File: src/rtl/regfile_write_arbiter.sv
// Shares the single register-file write port between NUM_REQ writeback sources.
// Each source owns a one-entry buffer; a round-robin pick honours per-register write order.
`timescale 1ns/1ps
module regfile_write_arbiter #(
  parameter int NUM_REQ   = 2,
  parameter int REG_BITS  = 5,
  parameter int DATA_BITS = 32
) (
  input  logic                           clock,
  input  logic                           ctrl_reset,
  input  logic [NUM_REQ-1:0]             req_valid,
  output logic [NUM_REQ-1:0]             req_ready,
  input  logic [NUM_REQ*REG_BITS-1:0]    req_reg,
  input  logic [NUM_REQ*DATA_BITS-1:0]   req_data,
  output logic                           ctrl_writeEnable,
  output logic [REG_BITS-1:0]            ctrl_writeReg,
  output logic [DATA_BITS-1:0]           data_writeReg,
  output logic [(1<<REG_BITS)-1:0]       pending_mask
);

  localparam int PTR_W = $clog2(NUM_REQ);

  logic [NUM_REQ-1:0]   buf_v;
  logic [REG_BITS-1:0]  buf_reg  [NUM_REQ];
  logic [DATA_BITS-1:0] buf_data [NUM_REQ];
  // older[i][j] set means buffer j was loaded before buffer i
  logic [NUM_REQ-1:0]   older    [NUM_REQ];
  logic [PTR_W-1:0]     rr_ptr;

  logic [NUM_REQ-1:0]   eligible;
  logic [NUM_REQ-1:0]   grant;
  logic [NUM_REQ-1:0]   load;
  logic                 any_grant;
  logic [PTR_W-1:0]     win_idx;
  logic [PTR_W-1:0]     rr_next;

  always_comb begin
    eligible = buf_v;
    for (int i = 0; i < NUM_REQ; i++) begin
      for (int j = 0; j < NUM_REQ; j++) begin
        if (j != i && buf_v[j] && older[i][j] && buf_reg[j] == buf_reg[i])
          eligible[i] = 1'b0;
      end
    end
  end

  // Two passes give the wrap-around search starting at rr_ptr
  always_comb begin
    grant     = '0;
    any_grant = 1'b0;
    win_idx   = '0;
    for (int i = 0; i < NUM_REQ; i++) begin
      if (!any_grant && eligible[i] && i >= int'(rr_ptr)) begin
        grant[i]  = 1'b1;
        any_grant = 1'b1;
        win_idx   = PTR_W'(i);
      end
    end
    for (int i = 0; i < NUM_REQ; i++) begin
      if (!any_grant && eligible[i] && i < int'(rr_ptr)) begin
        grant[i]  = 1'b1;
        any_grant = 1'b1;
        win_idx   = PTR_W'(i);
      end
    end
  end

  assign rr_next   = (win_idx == PTR_W'(NUM_REQ-1)) ? '0 : win_idx + 1'b1;
  assign req_ready = ~buf_v | grant;

  // r0 is hardwired zero: such requests are accepted but never buffered
  always_comb begin
    load = '0;
    for (int i = 0; i < NUM_REQ; i++)
      load[i] = req_valid[i] & req_ready[i] & (req_reg[i*REG_BITS +: REG_BITS] != '0);
  end

  always_ff @(posedge clock or posedge ctrl_reset) begin
    if (ctrl_reset) begin
      buf_v            <= '0;
      rr_ptr           <= '0;
      ctrl_writeEnable <= 1'b0;
      ctrl_writeReg    <= '0;
      data_writeReg    <= '0;
      for (int i = 0; i < NUM_REQ; i++) begin
        buf_reg[i]  <= '0;
        buf_data[i] <= '0;
        older[i]    <= '0;
      end
    end else begin
      // port stage
      ctrl_writeEnable <= any_grant;
      if (any_grant) begin
        rr_ptr        <= rr_next;
        ctrl_writeReg <= buf_reg[win_idx];
        data_writeReg <= buf_data[win_idx];
      end
      // buffer stage
      for (int i = 0; i < NUM_REQ; i++) begin
        if (load[i]) begin
          buf_v[i]    <= 1'b1;
          buf_reg[i]  <= req_reg[i*REG_BITS +: REG_BITS];
          buf_data[i] <= req_data[i*DATA_BITS +: DATA_BITS];
        end else if (grant[i]) begin
          buf_v[i] <= 1'b0;
        end
      end
      for (int i = 0; i < NUM_REQ; i++) begin
        for (int j = 0; j < NUM_REQ; j++) begin
          if (load[i]) begin
            if (j == i)
              older[i][j] <= 1'b0;
            else if (load[j])
              older[i][j] <= (j < i) ? 1'b1 : 1'b0;
            else
              older[i][j] <= buf_v[j] & ~grant[j];
          end else if (load[j]) begin
            older[i][j] <= 1'b0;
          end
        end
      end
    end
  end

  always_comb begin
    pending_mask = '0;
    for (int i = 0; i < NUM_REQ; i++)
      if (buf_v[i]) pending_mask[buf_reg[i]] = 1'b1;
    if (ctrl_writeEnable) pending_mask[ctrl_writeReg] = 1'b1;
    pending_mask[0] = 1'b0;
  end

endmodule

File: config.mk
export PLATFORM = sky130hd
export DESIGN_NAME = regfile_write_arbiter
export DESIGN_NICKNAME = d
export VERILOG_FILES = /design/src/rtl/regfile_write_arbiter.sv
export SDC_FILE = /design/constraint.sdc
export NUM_CORES = 1
export LEC_CHECK = 0
export CORE_MARGIN = 2
export CORE_UTILIZATION = 49
export CTS_CLUSTER_SIZE = 28
export DETAILED_ROUTE_END_ITERATION = 7
export GPL_TIMING_DRIVEN = 0
export PLACE_DENSITY = 0.8
export SLEW_MARGIN = 40
export SYNTH_ARGS = -nofsm -noshare
export SYNTH_HDL_FRONTEND = slang
export SYNTH_SLANG_ARGS = --single-unit
File: constraint.sdc
create_clock -name clock -period 4.85 [get_ports clock]
set_input_delay 1.2125 -clock clock [delete_from_list [all_inputs] [get_ports clock]]
set_output_delay 1.2125 -clock clock [all_outputs]
set_load 0.02 [all_outputs]
### Word-level counts from Yosys, hierarchy flattened

Index checks and enable logic that the tools add are counted.

| word-level totals | value |
|---|---|
| register bits | 117 |
| input bits | 78 |
| word-level logic and storage cells | 89 |

| operators by class | value |
|---|---|
| add/subtract/negate cells | 1 |
| $lt $le $gt $ge | 9 |
| equality and inequality tests | 2 |
| multiplexer cells | 34 |
| bitwise logic cells | 13 |
| reduce and logical (&&, ||, !) cells | 18 |

Operators by type and width:

| operator | count |
|---|---|
| 2-to-1 mux 32 bit | 6 |
| bitwise OR 32 bit | 2 |
| 2-to-1 mux 1 bit | 22 |
| less-than comparator 5 x 6 -> 1 bit (second input constant) | 3 |
| demux 1 bit (select 5 bit) | 3 |
| greater-or-equal comparator 5 x 1 -> 1 bit (second input constant) | 3 |
| 2-to-1 mux 5 bit | 3 |
| logical AND 1 bit | 11 |
| == test 5 bit | 2 |
| nonzero test 5 bit | 2 |
| AND 1 bit | 6 |
| nonzero test 2 bit | 3 |
| greater-or-equal comparator 2 bit (second input constant) | 1 |
| zero test 1 bit | 2 |
| NOT 1 bit | 2 |
| NOT 1 -> 2 bit | 1 |
| NOT 2 bit | 1 |
| bitwise OR 2 bit | 1 |
| adder 1 bit (second input constant) | 1 |
| greater-or-equal comparator 1 bit (first input constant) | 1 |
| less-than comparator 1 bit (first input constant) | 1 |

### Depth between registers and ports, before layout

Gate-level depths: netlist of run 1.

| logic depth | value |
|---|---|
| word-level depth | 17 |
| depth in mapped cells | 9 |
| depth with buffers taken out | 6 |

### Worst setup path after synthesis of run 1

Ideal clock, no wire load.

| timing path | value |
|---|---|
| kind | input -> register |
| from | input req_reg[6] |
| to | register buf_data[10] (netlist name) |
| library setup time | 0.125 ns |
| data arrival time | 2.671 ns |
| data required time | 4.725 ns |
| setup slack | 2.054 ns |
| stages | 6 |
| cell sequence | or4_1 > o21ai_1 > nor2b_4 > buf_6 > buf_12 > mux2_4 |

| on the way | value |
|---|---|
| word-level cells in the longest chain between the ends | 2 |

Ends and longest elaborated chain:

| item | RTL line | text |
|---|---|---|
| start, declared | 13 | `input logic [NUM_REQ*REG_BITS-1:0] req_reg,` |
| nonzero test 5 bit | 75 | `load[i] = req_valid[i] & req_ready[i] & (req_reg[i*REG_BITS +: REG_BITS] != '0);` |
| AND 1 bit | 75 |  |
| end signal, assigned by index | 103 | `buf_data[i] <= req_data[i*DATA_BITS +: DATA_BITS];` |
| end, declared | 25 | `logic [DATA_BITS-1:0] buf_data [NUM_REQ];` |

No other way between the ends.
A chain may end at the register's enable or synchronous reset.

### Final worst setup path of run 1

| timing path | value |
|---|---|
| from | register buf_v[0] |
| to | output pending_mask[9] |

| on the way | value |
|---|---|
| word-level cells in the longest chain between the ends | 5 |

Ends and longest elaborated chain:

| item | RTL line | text |
|---|---|---|
| start, declared | 23 | `logic [NUM_REQ-1:0] buf_v;` |
| start signal, assigned | 80 | `buf_v <= '0;` |
| start signal, assigned by index | 101 | `buf_v[i] <= 1'b1;` |
| start signal, assigned by index | 105 | `buf_v[i] <= 1'b0;` |
| 2-to-1 mux 32 bit (*) | 128 | `if (buf_v[i]) pending_mask[buf_reg[i]] = 1'b1;` |
| bitwise OR 32 bit (no source line) | n/a |  |
| 2-to-1 mux 32 bit (*) | 128 |  |
| bitwise OR 32 bit (no source line) | n/a |  |
| 2-to-1 mux 32 bit (*) | 129 | `if (ctrl_writeEnable) pending_mask[ctrl_writeReg] = 1'b1;` |
| end, declared | 18 | `output logic [(1<<REG_BITS)-1:0] pending_mask` |

Every way passes the cells marked *; elsewhere a longest branch is shown, timed or not.

==> results.yml, run 1 <==
critical_path:
  worstPathRequired_ns: 3.64
  worstSetupEndpointType: "primary output"
  crit_type: "reg -> out"
  cp_slowest_stage_delay_ns: 0.61
  crit_arrival_ns: 2.94
  critPathLaunchType: "flop"
  reg2reg_from: "buf_reg[1]"
  reg2reg_setup_slack_ns: 2.45
  timing.rr.end: "buf_data[5]"
  cp_cell_sequence: "clkbuf_1, clkbuf_1, nand2_1, nor2_1, a22oi_1, nand2_1, clkdlybuf4s50_1"
  ff2ff_path_depth: 8
  crit_slowest_cell: "clkdlybuf4s50_1"
  path_buf_inv: 3
  crit_fanout: 10
  crit_family: "buffers and inverters"
  critPathLaunch: "buf_v[0]"
place:
  place.port_buffers: 148
  hpwl_mm: 11.3
  pre_cts_ws_ns: 1.20
  gp_congestion: 0.876
  post-place-cells: 780
timing:
  rsz0062_at_grt: "no"
  relSlewSlack_pct: 54.4
  min_period_ns: 4.15
  fmax_mhz: 241
  final_hold_viol_count: 0
  finClkSkew_ns: 0.00781
  setup_viol: 0
  slew_viol_final: 0
  tightest_slew_ns: 0.681
  finalCritPeriodShare_pct: 85.6
  setup_ws_ns: 0.700
yosys:
  yosysTopAreaCell: "dfrtp_1"
  synth_top_family_by_area: "multiplexers"
  synth-simple-area-share_pct: 14.7
  yosysTopAreaCellShare_pct: 49.9
  synth_area_sq_um: 5870
  synth_adder_area_share_pct: 0
  yosysSeqAreaShare_pct: 49.9
  synth_xor_area_share_pct: 0.895
  synthMuxAreaShare_pct: 16.0
  synth_area_per_cell_sq_um: 12.0
  synth_cell_types: 44
  synth_nets: 566
  synth_warnings: 0
  synth-seq-cells: 117
  synth-edff-count: 0
  synthCells: 488
  ys.flop_type: "dfrtp_1"
  synthTopCellsByArea: "dfrtp_1, mux2_4, a221o_1, and3_1, nand2_1"
  synth-compound-area-share_pct: 13.9
  synth-async-reset-ratio_pct: 100
global_routing:
  grt_pass1_wl_mm: 26.4
  grt_pass1_vias: 4977
  grt_usage_pct: 26.5
  grt_max_degree: 66
  antenna_found_initial: 0
  grt_overflow: 0
drt:
  wl_met2_mm: 8.42
  drc: 0
  drt_iter0_drc: 471
  wire_per_inst_um: 20.7
  first_pass_iters: 5
  wl_mm: 16.8
  wl_met3_mm: 1.09
  detail-route-antenna-nets: 0
  viasPerCell: 6.00
  routed.top_layer: "met4"
  num_vias: 4868
  routedLengthMet1_mm: 6.91
clock_tree:
  cts_tree: "yes"
  post_cts_buffers: 0
  hold_buffers: 0
  cts-resized-gates: 0
  clkTransAtPathRegs_ns: 0.06
  clock_latency_ns: 0.42
  cts_made_buffers: 17
  cts-root-buf: "clkbuf_16"
  clockBufferDepth: 2
  cts_htree_levels: 4
  clock_sinks: 117
power:
  p_per_area_nw_per_um2: 574
  ir_drop_v: 0.000330
  p_total_mw: 4.75
  p_leak_nw: 3.76
die:
  io-pin-count: 150
  die_w_um: 113
  rows: 39
  die_area_sq_um: 12900
  core_area_sq_um: 11600
  die_h_um: 113
  initial_utilization_pct: 50.8
flow_run:
  cap_violations: 0
layout:
  syn_to_final_growth_pct: 40.8
  final_cell_mix: "clkdlybuf4s50_1, dfrtp_1, nand2_1"
  final_nets: 734
  instances_no_fill: 812
  antenna_cells: 0
  largest_reg_flops: 64
  n_fill_cell: 798
  final_common_cell: "clkdlybuf4s50_1"
  drive_gt1_share_pct: 17.8
min_path:
  timing.hold.worst.start: "buf_data[62]"
  min_path_cells: 1
  hold_path_class: "reg -> reg"
  hold_end: "buf_data[62]"
outcome:
  status: "completed"
where the power goes:
group / switching [mW] / internal (mW) / leakage [nW]
Clock: 0.457 / 0.991 / 0.322
Combinational: 0.926 / 0.885 / 2.06
Sequential: 0.214 / 1.28 / 1.39
Total: 1.60 / 3.15 / 3.76
stage by stage:
| stage | cell area, sq um | hold slack, ns | util (%) | setup TNS [ns] |
|---|---|---|---|---|
| 2_1_floorplan | 5870 | 0.450 | - | 0 |
| 3_3_place_gp | 7530 | 0.459 | 65.1 | -106.82 |
| 3_5_place_dp | 7590 | 0.468 | 65.6 | 0 |
| 4_1_cts | 8270 | 0.480 | 71.5 | 0 |
| 5_1_grt | 8270 | 0.514 | 71.5 | 0 |
| 6_report | 8270 | 0.479 | 71.5 | 0 |
layer usage:
metal / vias up / track usage [%]
met2: 240 / 44.1
met4: 0 / 9.35
met1: 2450 / 33.8
li1: 2137 / -
met3: 41 / 6.80
met5: - / 0
layout make-up:
type	count	area, sq um	share of cell area (%)
well taps	143	179	2.16
clock inverters	12	225	2.72
plain buffers	40	248	3.00
flip-flops and latches	117	2930	35.4
repair buffers	149	1510	18.2
multi-input cells	326	2700	32.6
inverters	5	26.3	0.318
clock buffers	20	457	5.52
synthesized netlist by cell type (2+ instances only):
master,number
and2_4,2
mux2_4,58
nand3_1,2
nor3b_1,12
a32o_1,5
buf_6,5
o21ai_2,2
inv_1,5
nor2_1,11
mux2_1,6
o22ai_1,2
a222oi_1,2
xnor2_1,3
a22oi_1,29
clkbuf_1,23
nor2b_1,2
o21a_1,2
nand2_1,72
and3_1,44
or4_1,2
a221o_1,36
xor2_1,3
buf_12,3
dfrtp_1,117
nor3_1,5
and2_1,2
buf_2,6
and3b_1,6
buf_1,2
a22o_1,5
worst max path at each step:
stage	endpoint	depth (start not counted)	slack [ns]
5_1_grt	pending_mask[29]	7	0.54
3_5_place_dp	pending_mask[29]	7	1.20
4_1_cts	pending_mask[29]	7	0.76
2_1_floorplan	buf_data[0]	1	0.54
6_report	pending_mask[9]	7	0.70
3_3_place_gp	buf_data[28]	2	-0.92
cell families (layout without fill, tap and decap cells):
group                     count (synthesis)  after routing
muxes                                    64             64
and+or+nand+nor                         164            164
DFF                                     117            117
other                                     1              1
xor gates and xnor gates                  6              6
buffers and inverters                    45            226
AOI/OAI and AO/OA                        91             91
(Power assumes the default switching activity.)
==> inputs of run 2 (changes only) <==
==> constraint.sdc (replaced) <==
create_clock -name clock -period 4.85 [get_ports clock]
set_input_delay 1.2125 -clock clock [delete_from_list [all_inputs] [get_ports clock]]
set_output_delay 1.2125 -clock clock [all_outputs]
set_load 0.01 [all_outputs]
==> results of run 2 <==
The final DEF is identical to that of run 1. Status: completed.
Among the figures that moved: setup slack after placement 1.20 ns -> 1.27 ns; setup slack after layout 0.700 ns -> 0.768 ns; total power 4.75 mW -> 4.60 mW; worst IR drop on VDD 0.000330 V -> 0.000329 V
